--- src/rtl/vita49_pkg.sv ---
// Shared state encoding, VITA-49 header field positions and TSTRB codes for the packet arbiter.
package vita49_pkg;

  typedef enum logic [1:0] {
    IDLE    = 2'd0,
    HDR     = 2'd1,
    PAYLOAD = 2'd2
  } arb_state_e;

  localparam int PKT_SIZE_LSB = 0;
  localparam int PKT_SIZE_MSB = 15;

  localparam logic [7:0] STRB_FULL = 8'hff;
  localparam logic [7:0] STRB_HALF = 8'h0f;

endpackage

--- src/rtl/vita49_rr_select.sv ---
// Round-robin pick: first requester searching upward from (last_i+1) mod NUM_SRC, with wrap.
// Purely combinational, zero latency; no backpressure of its own.
module vita49_rr_select
  import vita49_pkg::*;
#(
  parameter int NUM_SRC = 2
) (
  input  logic [NUM_SRC-1:0] req_i,
  input  logic [1:0]         last_i,
  output logic [1:0]         idx_o,
  output logic               vld_o
);

  always_comb begin
    idx_o = '0;
    vld_o = 1'b0;
    for (int i = 1; i <= NUM_SRC; i++) begin
      for (int j = 0; j < NUM_SRC; j++) begin
        if (!vld_o && req_i[j] && (((int'(last_i) + i) % NUM_SRC) == j)) begin
          vld_o = 1'b1;
          idx_o = 2'(j);
        end
      end
    end
  end

endmodule

--- src/rtl/vita49_pkt_arbiter.sv ---
// Packet-level round-robin merge of NUM_SRC VITA-49 streams; zero-latency pass-through, one bubble per packet.
// Downstream TREADY is routed only to the granted source. VITA49_ARB_STATS_EN adds per-source packet counters.
module vita49_pkt_arbiter
  import vita49_pkg::*;
#(
  parameter int          NUM_SRC  = 2,
  parameter logic [15:0] MAX_SIZE = 16'd4096
) (
  input  logic                    AXIS_ACLK,
  input  logic                    AXIS_ARESET,
  input  logic [64*NUM_SRC-1:0]   S_AXIS_TDATA,
  input  logic [NUM_SRC-1:0]      S_AXIS_TVALID,
  output logic [NUM_SRC-1:0]      S_AXIS_TREADY,
  output logic [63:0]             M_AXIS_TDATA,
  output logic                    M_AXIS_TVALID,
  input  logic                    M_AXIS_TREADY,
  output logic                    M_AXIS_TLAST,
  output logic [7:0]              M_AXIS_TSTRB,
  output logic [1:0]              M_AXIS_TDEST,
  input  logic                    enable,
  output logic [15:0]             size_err_cnt
`ifdef VITA49_ARB_STATS_EN
  ,
  output logic [16*NUM_SRC-1:0]   pkt_cnt
`endif
);

  arb_state_e  state_q;
  logic [1:0]  grant_q;
  logic [1:0]  last_grant_q;
  logic [15:0] beats_left_q;
  logic        odd_q;
  logic [15:0] err_cnt_q;
  logic [15:0] err_cnt_d;

  logic        active;
  logic        xfer;
  logic        sel_vld;
  logic [1:0]  sel_idx;
  logic [63:0] g_dat;
  logic        g_vld;
  logic [15:0] pkt_size;
  logic [15:0] hdr_beats_left;
  logic        hdr_err;

  vita49_rr_select #(.NUM_SRC(NUM_SRC)) u_rr (
    .req_i  (S_AXIS_TVALID),
    .last_i (last_grant_q),
    .idx_o  (sel_idx),
    .vld_o  (sel_vld)
  );

  always_comb begin
    g_dat         = '0;
    g_vld         = 1'b0;
    S_AXIS_TREADY = '0;
    for (int i = 0; i < NUM_SRC; i++) begin
      if (grant_q == 2'(i)) begin
        g_dat            = S_AXIS_TDATA[64*i +: 64];
        g_vld            = S_AXIS_TVALID[i];
        S_AXIS_TREADY[i] = active && M_AXIS_TREADY;
      end
    end
  end

  assign active         = (state_q != IDLE);
  assign M_AXIS_TDATA   = g_dat;
  assign M_AXIS_TVALID  = active && g_vld;
  assign M_AXIS_TDEST   = grant_q;
  assign xfer           = M_AXIS_TVALID && M_AXIS_TREADY;
  assign pkt_size       = g_dat[PKT_SIZE_MSB:PKT_SIZE_LSB];
  assign hdr_err        = (pkt_size == 16'd0) || (pkt_size > MAX_SIZE);
  // ceil(size/2)-1 == floor((size-1)/2); size 0 is caught by hdr_err first
  assign hdr_beats_left = (pkt_size - 16'd1) >> 1;
  assign err_cnt_d      = (err_cnt_q == 16'hffff) ? err_cnt_q : err_cnt_q + 16'd1;
  assign size_err_cnt   = err_cnt_q;

  always_comb begin
    M_AXIS_TLAST = 1'b0;
    M_AXIS_TSTRB = STRB_FULL;
    case (state_q)
      HDR: begin
        if (hdr_err || hdr_beats_left == 16'd0) begin
          M_AXIS_TLAST = 1'b1;
          if (!hdr_err && pkt_size == 16'd1) M_AXIS_TSTRB = STRB_HALF;
        end
      end
      PAYLOAD: begin
        if (beats_left_q == 16'd1) begin
          M_AXIS_TLAST = 1'b1;
          if (odd_q) M_AXIS_TSTRB = STRB_HALF;
        end
      end
      default: ;
    endcase
  end

  always_ff @(posedge AXIS_ACLK) begin
    if (AXIS_ARESET) begin
      state_q      <= IDLE;
      grant_q      <= '0;
      last_grant_q <= '0;
      beats_left_q <= '0;
      odd_q        <= 1'b0;
      err_cnt_q    <= '0;
    end else begin
      case (state_q)
        IDLE: begin
          if (enable && sel_vld) begin
            grant_q <= sel_idx;
            state_q <= HDR;
          end
        end
        HDR: begin
          if (xfer) begin
            if (hdr_err || hdr_beats_left == 16'd0) begin
              if (hdr_err) err_cnt_q <= err_cnt_d;
              last_grant_q <= grant_q;
              state_q      <= IDLE;
            end else begin
              beats_left_q <= hdr_beats_left;
              odd_q        <= pkt_size[0];
              state_q      <= PAYLOAD;
            end
          end
        end
        PAYLOAD: begin
          if (xfer) begin
            beats_left_q <= beats_left_q - 16'd1;
            if (beats_left_q == 16'd1) begin
              last_grant_q <= grant_q;
              state_q      <= IDLE;
            end
          end
        end
        default: state_q <= IDLE;
      endcase
    end
  end

`ifdef VITA49_ARB_STATS_EN
  logic [15:0] pkt_cnt_q [NUM_SRC];

  always_ff @(posedge AXIS_ACLK) begin
    if (AXIS_ARESET) begin
      for (int i = 0; i < NUM_SRC; i++) pkt_cnt_q[i] <= '0;
    end else if (xfer && M_AXIS_TLAST) begin
      for (int i = 0; i < NUM_SRC; i++) begin
        if (grant_q == 2'(i)) pkt_cnt_q[i] <= pkt_cnt_q[i] + 16'd1;
      end
    end
  end

  always_comb begin
    pkt_cnt = '0;
    for (int i = 0; i < NUM_SRC; i++) pkt_cnt[16*i +: 16] = pkt_cnt_q[i];
  end
`endif

endmodule

--- config.mk ---
export PLATFORM = sky130hd
export DESIGN_NAME = vita49_pkt_arbiter
export DESIGN_NICKNAME = d
export VERILOG_FILES = /design/src/rtl/vita49_pkg.sv /design/src/rtl/vita49_rr_select.sv /design/src/rtl/vita49_pkt_arbiter.sv
export SDC_FILE = /design/constraint.sdc
export NUM_CORES = 1
export LEC_CHECK = 0
export ABC_AREA = 1
export BUFFER_PORTS_ARGS = -buffer_cell sky130_fd_sc_hd__buf_4
export CORE_UTILIZATION = 49
export CTS_CLUSTER_DIAMETER = 40
export DETAILED_ROUTE_END_ITERATION = 16
export PLACE_DENSITY = 0.88
export SYNTH_ARGS = -nofsm -noshare
export SYNTH_HDL_FRONTEND = slang
export SYNTH_HIERARCHICAL = 1
export SYNTH_SLANG_ARGS = --single-unit
--- constraint.sdc ---
create_clock -name AXIS_ACLK -period 8.8 [get_ports AXIS_ACLK]
set_input_delay 1.76 -clock AXIS_ACLK [delete_from_list [all_inputs] [get_ports AXIS_ACLK]]
set_output_delay 1.76 -clock AXIS_ACLK [all_outputs]
set_load 0.02 [all_outputs]
# [Word-level counts from Yosys, hierarchy flattened]
# Cells that the tools add are included.
[word_totals] n_memories=0 ramBits=0 latch_bits=0 romBits=0 register_bits=37 in_bits=134
[op_classes] n_div=0 order_cmp=1 reduce_logical=32 shift=0 muxes=36 n_eq_ne=14 bitwise=4 add_sub_neg=5 mul=0
[ops] cell="$mux W64" count=2
[ops] cell="$logic_not A32 Y1" count=2
[ops] cell="$mux W16" count=3
[ops] cell="$eq A16 B1 Y1 const B" count=2
[ops] cell="$logic_not A16 Y1" count=2
[ops] cell="$mux W8" count=4
[ops] cell="$pmux W16 S2" count=1
[ops] cell="$sub A16 B1 Y16 const B" count=2
[ops] cell="$mux W1" count=17
[ops] cell="$add A16 B1 Y16 const B" count=1
[ops] cell="$eq A16 B16 Y1 const B" count=1
[ops] cell="$gt A16 B13 Y1 const B" count=1
[ops] cell="$pmux W8 S2" count=1
[ops] cell="$logic_and A1 B1 Y1" count=12
[ops] cell="$ne A2 B2 Y1 const B" count=6
[ops] cell="$mux W2" count=5
[ops] cell="$reduce_and A5 Y1" count=2
[ops] cell="$reduce_and A4 Y1" count=2
[ops] cell="$eq A2 B2 Y1 const B" count=3
[ops] cell="$pmux W2 S3" count=1
[ops] cell="$logic_not A1 Y1" count=4
[ops] cell="$logic_not A2 Y1" count=2
[ops] cell="$pmux W1 S2" count=2
[ops] cell="$reduce_bool A2 Y1" count=2
[ops] cell="8 further kinds" count=12

# [Logic depth before layout (Yosys ltp)]
# Gate-level depths: netlist of the first run.
[logic_depth] depth_word=20 ltp_mapped=23 mapped_depth_nobuf=20

# [Modules after synthesis]
# Netlist of the first run, hierarchy kept.
[by_module_without_submodules] mod="vita49_pkt_arbiter" area_each_um2=3923.8 instances=1 cells_each=584 seq_area_each_um2=780.7
[by_module_without_submodules] mod="vita49_rr_select" area_each_um2=26.3 instances=1 cells_each=5 seq_area_each_um2=0.0

# [Worst setup path after synthesis of the first run]
# No wires, ideal clock.
[synth_path] path_kind="input -> output" from="in S_AXIS_TDATA[64]" to="out M_AXIS_TSTRB[5]" arrival_ns=3.821 path_stages=14 slack_ns=3.219 cell_sequence="inv_1 > o21ai_2 > inv_2 > ha_1 > nand3_1 > nor2_2 > xor2_1 > nor2_1 > nand3_1 > nor2_1 > nand2_2 > o21ai_0 > nand3_1 > buf_4"
[synth_between] elab_chain_cells=8
[synth_lines] element="from (decl)" line_no="vita49_pkt_arbiter.sv:11" source="input logic [64*NUM_SRC-1:0] S_AXIS_TDATA,"
[synth_lines] element="$mux W64 *" line_no="vita49_pkt_arbiter.sv:58" source="if (grant_q == 2'(i)) begin"
[synth_lines] element="named net M_AXIS_TDATA[0]" line_no="vita49_pkt_arbiter.sv:14" source="output logic [63:0] M_AXIS_TDATA,"
[synth_lines] element="parallel branches: the longest is 5 deep, another holds $sub A16 B1 Y16"
[synth_lines] element="$mux W8 *" line_no="vita49_pkt_arbiter.sv:83" source="if (hdr_err || hdr_beats_left == 16'd0) begin"
[synth_lines] element="$pmux W8 S2 *" line_no="vita49_pkt_arbiter.sv:81" source="case (state_q)"
[synth_lines] element="to (decl)" line_no="vita49_pkt_arbiter.sv:18" source="output logic [7:0] M_AXIS_TSTRB,"
# Mark *: on every way through the listed nets, which the timed path passes.

# [Worst setup path in the final report of the first run]
[layout_path] from="in S_AXIS_TDATA[65]" to="out M_AXIS_TLAST"
[layout_between] elab_chain_cells=6
[layout_lines] element="$mux W64 *" line_no="vita49_pkt_arbiter.sv:58"
[layout_lines] element="$sub A16 B1 Y16 (tied with other cells)" line_no="vita49_pkt_arbiter.sv:74" source="assign hdr_beats_left = (pkt_size - 16'd1) >> 1;"
[layout_lines] element="$logic_not A16 Y1 / $logic_or A1 B1 Y1 (equally long branches)" line_no="vita49_pkt_arbiter.sv:83, vita49_pkt_arbiter.sv:72"
[layout_lines] element="$logic_or A1 B1 Y1 *" line_no="vita49_pkt_arbiter.sv:83"
[layout_lines] element="$mux W1 *" line_no="vita49_pkt_arbiter.sv:83"
[layout_lines] element="$pmux W1 S2 *" line_no="vita49_pkt_arbiter.sv:81"
[layout_lines] element="to (decl)" line_no="vita49_pkt_arbiter.sv:17" source="output logic M_AXIS_TLAST,"
# Mark *: on every way between the ends. The rest lies on a longest branch, timed or not.

==> results of run 1 <==
metal layers:
layer  wire length [um]  part of all wire (%)  vias to the layer above
met2               6910                    46                      296
met5                  0                     0                        -
met3               1770                    12                       34
li1                   -                     -                     2354
met1               5810                    39                     2215
met4                386                   2.6                        0
power by group through the flow:
stage | combinational, mW | clock (mW) | sequential (mW)
floorplan | 0.617 | 0 | 0.198
global placement | 0.881 | 0 | 0.203
finish | 0.900 | 0.122 | 0.200
global route | 0.970 | 0.127 | 0.202
detailed placement | 0.888 | 0 | 0.204
CTS | 0.893 | 0.123 | 0.200
sequential cells by signal (all words and copies together), names as in the netlist:
signal	cells
odd_q	1
size_err_cnt	16
M_AXIS_TDEST	2
beats_left_q	16
state_q	2
last_grant_q	1
how the worst max path moves through the flow:
stage / startpoint / to / slack [ps]
final: S_AXIS_TDATA[65] / M_AXIS_TLAST / 3110
after global routing: S_AXIS_TDATA[65] / M_AXIS_TLAST / 2820
after CTS: S_AXIS_TDATA[65] / M_AXIS_TLAST / 3120
after detailed placement: S_AXIS_TDATA[65] / M_AXIS_TLAST / 3130
after global placement: S_AXIS_TDATA[65] / M_AXIS_TLAST / 3190
after floorplan: S_AXIS_TDATA[64] / M_AXIS_TSTRB[5] / 3220
critical path, stage by stage:
cell,delay (ps)
buf_4,110
nand3_1,80
nand2_2,140
inv_1,130
ha_1,210
nand3_1,130
nor2_2,200
nand2_1,90
nand2_1,60
nand2_1,60
nor2_1,100
nand3_1,70
nor2_1,130
nand2_2,90
nand2_2,80
nand2_4,150
a21boi_1,170
buf_4,150
area by class of cell:
| cell class | instances | area [sq um] | share of cell area, % |
|---|---|---|---|
| Multi-Input combinational cell | 455 | 2720 | 48.6 |
| Timing Repair Buffer | 225 | 1690 | 30.2 |
| Sequential cell | 38 | 761 | 13.6 |
| Inverter | 58 | 218 | 3.89 |
| Tap cell | 102 | 128 | 2.28 |
| Clock buffer | 6 | 82.6 | 1.48 |
stage by stage:
stage / cells / worst slack, ps / instance area (sq um) / total power [mW] / utilization, %
after floorplan: 589 / 3220 / 3930 / 0.815 / -
after global placement: 878 / 3190 / 5510 / 1.08 / 71.3
after CTS: 884 / 3120 / 5600 / 1.22 / 72.4
final: 884 / 3110 / 5600 / 1.22 / 72.4
after global routing: 884 / 2820 / 5600 / 1.30 / 72.4
after detailed placement: 878 / 3130 / 5510 / 1.09 / 71.3
==> out/metrics.csv, run 1 <==
stage,metric,value,unit
detailed_routing,drc violations,0,
pwr,NetSw,635,uW
sta,Slew Limit Fails,0,
logic_synthesis,Mapped Area,3920,sq um
die,row cnt,32,
min_path,Worst Hold Endpoint,last_grant_q[0],
cts,post-cts repair resize count,0,
pwr,Reg power frac,16.4,%
cts,worst skew pair latency,290,ps
sta,Worst-Margin Slew,861,ps
grt,largest net degree at the start of global routing,66,
grt,Global Route met3 Usage,10.7,%
sta,skew final,7.25,ps
critical_path,crit end category,output pin,
sta,setup_tns,0,ps
grt,total global-route track usage,35.4,%
cts,CTS sink cnt,38,
pwr,power share of the combinational group,73.6,%
layout,Antenna diodes,0,
cts,root buf cell,clkbuf_8,
die,DIE HEIGHT,91.5,um
grt,initial antenna violation count,0,
detailed_routing,Antenna Nets Post-Route,0,
logic_synthesis,Mean Syn Cell Area,6.69,sq um
critical_path,Reg2Reg Setup Slack,5090,ps
placement,gpl congestion,0.909,
pwr,cell internal pwr,587,uW
layout,most frequent cells in the layout,"buf_4, nand2_1, nand3_1",
layout,Layout fillers,640,
detailed_routing,drt pass-1 iters,7,
min_path,worst hold path startpoint,last_grant_q[0],
sta,Final setup viols,0,
cts,clock-pin slew on the worst setup and hold paths,70,ps
cts,CTS Buffer Depth,2,
status,outcome,finished clean,
cts,CTS Hold Bufs,0,
die,Initial Util,50.8,%
sta,final hold viol count,0,
die,core area,7730,sq um
job,max-capacitance violation count,0,
cts,H-tree depth,2,
detailed_routing,Routed Wire Length,14900,um
layout,area delta synth->final,42.6,%
pwr,switching part of the total power,52.0,%
critical_path,kind of critical path,in -> out,
sta,Peak Freq,176,MHz
grt,vias in the first global route,4631,
logic_synthesis,synthesized instance count,586,
detailed_routing,overall via count from detail_route,4899,
critical_path,WP data required,7040,ps
logic_synthesis,Synth Warn #,6,
layout,"commonest non-fill, non-tap cell in the layout",buf_4,
critical_path,R2R Path Start,M_AXIS_TDEST[0],
detailed_routing,Vias/cell,5.54,
critical_path,Worst R2R End,beats_left_q[9],
sta,Final period util,64.7,%
layout,nets@finish,926,
detailed_routing,Routed wire per std cell,16.8,um
cts,CTS tree,done,
min_path,WHS Path Cells,2,
grt,met1 GRT Util,41.9,%
sta,Slew HR,42.5,%
pwr,Clk network pwr share,10.0,%
die,die area,8370,sq um
sta,RSZ-0062 raised after global routing,no,
critical_path,Reg2Reg Depth,18,
pwr,pwr dens,218,nW/um^2
detailed_routing,DR iter-0 viols,277,
cts,number of CTS-inserted buffers,5,
critical_path,CP Data Arrival Time,3930,ps
sta,fin crit period,5690,ps
grt,met2 usage,60.3,%
critical_path,CP Launch Type,input port,
placement,input/output buffers,223,
grt,GRT overflow,0,
grt,first-pass GRT wire length,23300,um
grt,most used routing layer,met2,
pwr,total leakage power,2.65,nW
die,Horiz. Die Dim,91.5,um
layout,share of layout cells above drive strength 1,40.4,%
critical_path,largest driver fanout on the critical path,22,
pwr,VDD IR max,0.000133,V
cts,"Setup Fix Bufs, Post-CTS",0,
sta,hold slack,472,ps
placement,DP Wirelength,11900,um
die,Top Ports,228,
min_path,Hold/Removal Path Class,reg -> reg,
Power figures use the tool's default switching activity.
==> inputs of run 2 (changes only) <==
--- a/config.mk
+++ b/config.mk
@@ -7,10 +7,10 @@
 export LEC_CHECK = 0
 export ABC_AREA = 1
 export BUFFER_PORTS_ARGS = -buffer_cell sky130_fd_sc_hd__buf_4
-export CORE_UTILIZATION = 49
+export CORE_UTILIZATION = 41
 export CTS_CLUSTER_DIAMETER = 40
 export DETAILED_ROUTE_END_ITERATION = 16
-export PLACE_DENSITY = 0.88
+export PLACE_DENSITY = 0.79
 export SYNTH_ARGS = -nofsm -noshare
 export SYNTH_HDL_FRONTEND = slang
 export SYNTH_HIERARCHICAL = 1
==> constraint.sdc (replaced) <==
create_clock -name AXIS_ACLK -period 5.1 [get_ports AXIS_ACLK]
set_input_delay 1.02 -clock AXIS_ACLK [delete_from_list [all_inputs] [get_ports AXIS_ACLK]]
set_output_delay 1.02 -clock AXIS_ACLK [all_outputs]
set_load 0.02 [all_outputs]
==> run 2 against run 1 <==
Cell area rose by 1.4%. Non-clock buffer count rose by 2. First-iteration DRC count fell by 6.1%. Sequential share of layout area fell by 0.19 points. Flip-flop and latch count did not move. Setup slack got worse by 2400 ps. Cell count rose by 3.7%. Clock power rose by 110%. Die area rose by 19%.
==> out/metrics.csv, run 2 (synthesis gave the netlist of run 1 again) <==
stage,metric,value,unit
grt,first-pass GRT wire length,22900,um
grt,total global-route track usage,29.1,%
grt,GRT overflow,0,
critical_path,delay of the slowest cell on the worst path,420,ps
die,Horiz. Die Dim,99.8,um
grt,vias in the first global route,4604,
placement,DP Wirelength,11900,um
placement,Setup Slack @ Placement,834,ps
min_path,Hold/Removal Path Class,reg -> reg,
detailed_routing,drt pass-1 iters,5,
detailed_routing,Vias/cell,5.30,
grt,largest net degree at the start of global routing,61,
detailed_routing,Routed wire per std cell,16.1,um
critical_path,slowest CP cell,dfxtp_1,
cts,CTS Hold Bufs,0,
sta,final hold viol count,0,
die,core area,9240,sq um
die,Initial Util,42.5,%
sta,Slew HR,44.1,%
cts,worst skew pair latency,300,ps
placement,input/output buffers,223,
layout,Util after Layout,61.4,%
detailed_routing,drc violations,0,
critical_path,largest driver fanout on the critical path,15,
sta,setup_tns,0,ps
cts,root buf cell,clkbuf_8,
detailed_routing,Antenna Nets Post-Route,0,
critical_path,CP bufs+invs,3,
layout,"commonest non-fill, non-tap cell in the layout",buf_4,
detailed_routing,Routed Wire Length,14800,um
critical_path,Top delay family on crit path,simple AND/OR/NAND/NOR gates,
sta,hold slack,475,ps
critical_path,Critical Path Most Common Cell,nand3_1,
sta,Final period util,85.6,%
cts,number of CTS-inserted buffers,5,
pwr,Tot Pwr,2.17,mW
sta,fin crit period,4370,ps
critical_path,CP Launch Type,flop,
pwr,pwr dens,382,nW/um^2
cts,"Setup Fix Bufs, Post-CTS",0,
job,max-capacitance violation count,0,
sta,Final setup viols,0,
sta,Slew Limit Fails,0,
critical_path,WP data required,4080,ps
pwr,total leakage power,2.67,nW
status,outcome,finished clean,
cts,H-tree depth,2,
cts,post-cts repair resize count,0,
sta,Worst-Margin Slew,839,ps
critical_path,CP Data Arrival Time,3350,ps
detailed_routing,overall via count from detail_route,4862,
grt,initial antenna violation count,2,
die,DIE HEIGHT,99.8,um
sta,skew final,9.09,ps
pwr,VDD IR max,0.000178,V
placement,gpl congestion,0.937,
layout,Layout fillers,837,
die,Top Ports,228,
layout,share of layout cells above drive strength 1,40.7,%
die,row cnt,35,
critical_path,crit end category,output pin,
cts,CTS Buffer Depth,2,
cts,CTS tree,done,
layout,most frequent cells in the layout,"buf_4, nand2_1, nand3_1",
die,die area,9960,sq um
cts,clock-pin slew on the worst setup and hold paths,70,ps
sta,RSZ-0062 raised after global routing,no,
layout,nets@finish,928,
sta,Peak Freq,229,MHz
cts,CTS sink cnt,38,
layout,area delta synth->final,44.7,%
critical_path,critical-path cell list,buf_4 > nand2_1 > o21ai_2 > inv_2 > ha_1 > nand3_1 > nand2_1 > nor2_1 > nand3_1 > nor2_1 > nand3_1 > nor2_1 > nand2_2 > o21ai_0 > nand3_1 > buf_4,
detailed_routing,DR iter-0 viols,260,
critical_path,kind of critical path,reg -> out,
sta,final setup margin,732,ps
==> run 2: changes by cell type in the layout (fill, tap and decap cells not counted), sizes merged <==
cell	delta
buf	+2
clkinv	+2
diode	+2
bufinv	+1
clkbuf	-1
==> run 2: through the flow <==
step                instances  cell area [sq um]
floorplan                 589               3930
global route              917               5680
CTS                       915               5670
finish                    917               5680
global placement          907               5560
detailed placement        907               5560
==> run 2: where the power goes <==
| part | internal (mW) | switching, mW |
|---|---|---|
| clock network | 0.144 | 0.113 |
| logic | 0.597 | 0.976 |
| registers | 0.317 | 0.0191 |
==> run 2: per-layer routing <==
metal / vias up / part of all wire [%] / track usage (%)
li1: 2365 / - / -
met1: 2234 / 41 / 35.3
met2: 242 / 49 / 50.7
met3: 21 / 8.3 / 5.01
met4: 0 / 2.0 / 11.8
met5: - / 0 / 0
==> run 2: worst paths after layout <==
path | start | endpoint | slack [ps] | cells after the start
setup / recovery | M_AXIS_TDEST[0] | M_AXIS_TSTRB[7] | 730 | 16
hold / removal | beats_left_q[1] | beats_left_q[1] | 470 | 2
setup reg to reg | M_AXIS_TDEST[0] | size_err_cnt[3] | 1790 | 12
hold reg to reg | beats_left_q[1] | beats_left_q[1] | 470 | 2
==> run 2: area by class of cell <==
type                    instances  area [sq um]  share of cell area [%]
multi-input cells             455          2720                    47.9
inverters                      58           218                    3.84
repair buffers                227          1700                    30.0
diodes                          2          5.00                  0.0882
clock buffers                   5          68.8                    1.21
clock inverters                 3          40.0                   0.705
well taps                     129           161                    2.84
flip-flops and latches         38           761                    13.4
==> run 2: worst min-delay path: stages (launching register included) <==
cell	delay, ps
dfxtp_1	320
nand2_2	70
a21oi_2	40
==> inputs of run 3 (changes only) <==
--- a/config.mk
+++ b/config.mk
@@ -7,10 +7,11 @@
 export LEC_CHECK = 0
 export ABC_AREA = 1
 export BUFFER_PORTS_ARGS = -buffer_cell sky130_fd_sc_hd__buf_4
-export CORE_UTILIZATION = 41
+export CORE_UTILIZATION = 42
+export CTS_BUF_LIST = sky130_fd_sc_hd__clkbuf_8
 export CTS_CLUSTER_DIAMETER = 40
 export DETAILED_ROUTE_END_ITERATION = 16
-export PLACE_DENSITY = 0.79
+export PLACE_DENSITY = 0.8
 export SYNTH_ARGS = -nofsm -noshare
 export SYNTH_HDL_FRONTEND = slang
 export SYNTH_HIERARCHICAL = 1
==> run 3 against run 2 <==
Die area is 2.3% lower. Clock power is 12% lower. Cell count fell by 2.6%. Clock-buffer cell count up 1. Global-route usage is 1.9 points higher. Largest power group unchanged.
==> out/metrics.csv, run 3 (synthesis gave the netlist of run 1 again) <==
stage,metric,value,unit
critical_path,WP data required,4080,ps
placement,DP Wirelength,12600,um
grt,largest net degree at the start of global routing,50,
die,DIE HEIGHT,98.6,um
sta,Slew Limit Fails,0,
layout,Antenna diodes,0,
cts,post-cts repair resize count,0,
detailed_routing,drc violations,0,
cts,CTS Buffer Depth,2,
detailed_routing,Routed wire per std cell,17.4,um
sta,Peak Freq,213,MHz
placement,gpl congestion,0.970,
critical_path,CP Data Arrival Time,3680,ps
critical_path,Critical Path Most Common Cell,nand2_1,
cts,CTS tree,done,
grt,GRT overflow,0,
die,Initial Util,44.1,%
min_path,worst hold path startpoint,beats_left_q[1],
die,row cnt,34,
status,outcome,finished clean,
die,core area,8890,sq um
critical_path,critical-path cell list,nor2_4 > nand2_1 > o21ai_2 > inv_2 > ha_1 > nand3_1 > nor2_2 > nand2_1 > inv_1 > nand2_1 > nand2_1 > nand2_1 > nand3_1 > nor2_2 > nand2_2 > nand2_2 > nand2_4 > a21boi_1 > buf_4,
die,Horiz. Die Dim,98.6,um
cts,CTS Hold Bufs,0,
die,Top Ports,228,
detailed_routing,Vias/cell,5.49,
sta,skew final,7.66,ps
min_path,WHS Path Cells,2,
detailed_routing,Routed Wire Length,15500,um
sta,Final setup viols,0,
sta,Final period util,92.2,%
cts,"Setup Fix Bufs, Post-CTS",0,
pwr,total leakage power,2.66,nW
critical_path,Critical Path Source,M_AXIS_TDEST[0],
job,max-capacitance violation count,0,
critical_path,Worst R2R End,beats_left_q[13],
min_path,Worst Hold Endpoint,beats_left_q[1],
detailed_routing,DR iter-0 viols,244,
min_path,Hold/Removal Path Class,reg -> reg,
sta,setup_tns,0,ps
critical_path,largest driver fanout on the critical path,28,
critical_path,crit end category,output pin,
grt,total global-route track usage,31.0,%
critical_path,kind of critical path,reg -> out,
layout,area delta synth->final,43.3,%
placement,input/output buffers,223,
layout,"commonest non-fill, non-tap cell in the layout",buf_4,
sta,final hold viol count,0,
critical_path,Reg2Reg Depth,20,
critical_path,CP Launch Type,flop,
critical_path,Reg2Reg Setup Slack,1530,ps
pwr,VDD IR max,0.000213,V
pwr,pwr dens,382,nW/um^2
grt,vias in the first global route,4582,
layout,most frequent cells in the layout,"buf_4, nand2_1, nand3_1",
sta,hold slack,479,ps
cts,root buf cell,clkbuf_8,
detailed_routing,Antenna Nets Post-Route,0,
cts,H-tree depth,2,
layout,share of layout cells above drive strength 1,40.6,%
cts,clock-pin slew on the worst setup and hold paths,80,ps
detailed_routing,overall via count from detail_route,4904,
sta,RSZ-0062 raised after global routing,no,
detailed_routing,drt pass-1 iters,5,
sta,fin crit period,4700,ps
critical_path,delay of the slowest cell on the worst path,710,ps
grt,initial antenna violation count,0,
cts,worst skew pair latency,300,ps
critical_path,R2R Path Start,M_AXIS_TDEST[0],
layout,nets@finish,927,
cts,CTS sink cnt,38,
critical_path,slowest CP cell,nor2_4,
sta,Slew HR,43.6,%
sta,Worst-Margin Slew,846,ps
die,die area,9730,sq um
cts,number of CTS-inserted buffers,5,
grt,first-pass GRT wire length,23700,um
-- run 3: cell count changes in the layout (fill, tap and decap cells not counted) --
cell	delta
clkbuf_8	+1
clkinvlp_4	+1
bufinv_16	-1
buf_4	-1
diode_2	-2
clkinv_2	-1
-- run 3: how the worst max path moves through the flow --
| stage | endpoint | slack (ps) |
|---|---|---|
| 2_1_floorplan | M_AXIS_TSTRB[5] | 1000 |
| 3_3_place_gp | M_AXIS_TLAST | 930 |
| 3_5_place_dp | M_AXIS_TLAST | 770 |
| 4_1_cts | M_AXIS_TLAST | 440 |
| 5_1_grt | M_AXIS_TLAST | 60 |
| 6_report | M_AXIS_TLAST | 400 |
-- run 3: layer usage --
metal  up-vias  global-route usage [%]  share of wire, %
met2       244                    49.7                45
met3        42                    6.95               8.6
met5         -                       0                 0
li1       2362                       -                 -
met4         0                    12.5               3.8
met1      2256                    40.4                43
-- run 3: area by class of cell --
cell class                 instances  area (sq um)
clock inverter                     2          12.5
sequential                        38           761
multi-input combinational        455          2720
timing repair buffer             226          1700
fill                             859          3270
tap                              108           135
inverter                          58           218
clock buffer                       6          82.6
-- run 3: report_power, final --
group	internal (mW)	leakage [nW]	total [mW]	switching (mW)
Combinational	0.594	2.30	1.58	0.981
Clock	0.109	0.0472	0.227	0.118
Sequential	0.317	0.307	0.345	0.0279
Total	1.02	2.66	2.15	1.13
-- run 3: stage by stage --
stage                     util, %  instance area (sq um)  power, mW  setup WS [ps]  std cells
after floorplan                 -                   3930       1.41            999        589
after global placement       62.2                   5530       1.88            929        885
after detailed placement     62.2                   5530       1.90            770        885
after CTS                    63.2                   5620       2.13            444        893
after global routing         63.2                   5620       2.27           56.0        893
final                        63.2                   5620       2.15            399        893
-- run 3: critical path: cells and delay by family (launching register included) --
kind	cells	cell delay [ps]
compound gates	2	340
buf+inv	3	340
fa+ha+maj	1	260
simple gates	13	1850
flops	1	560
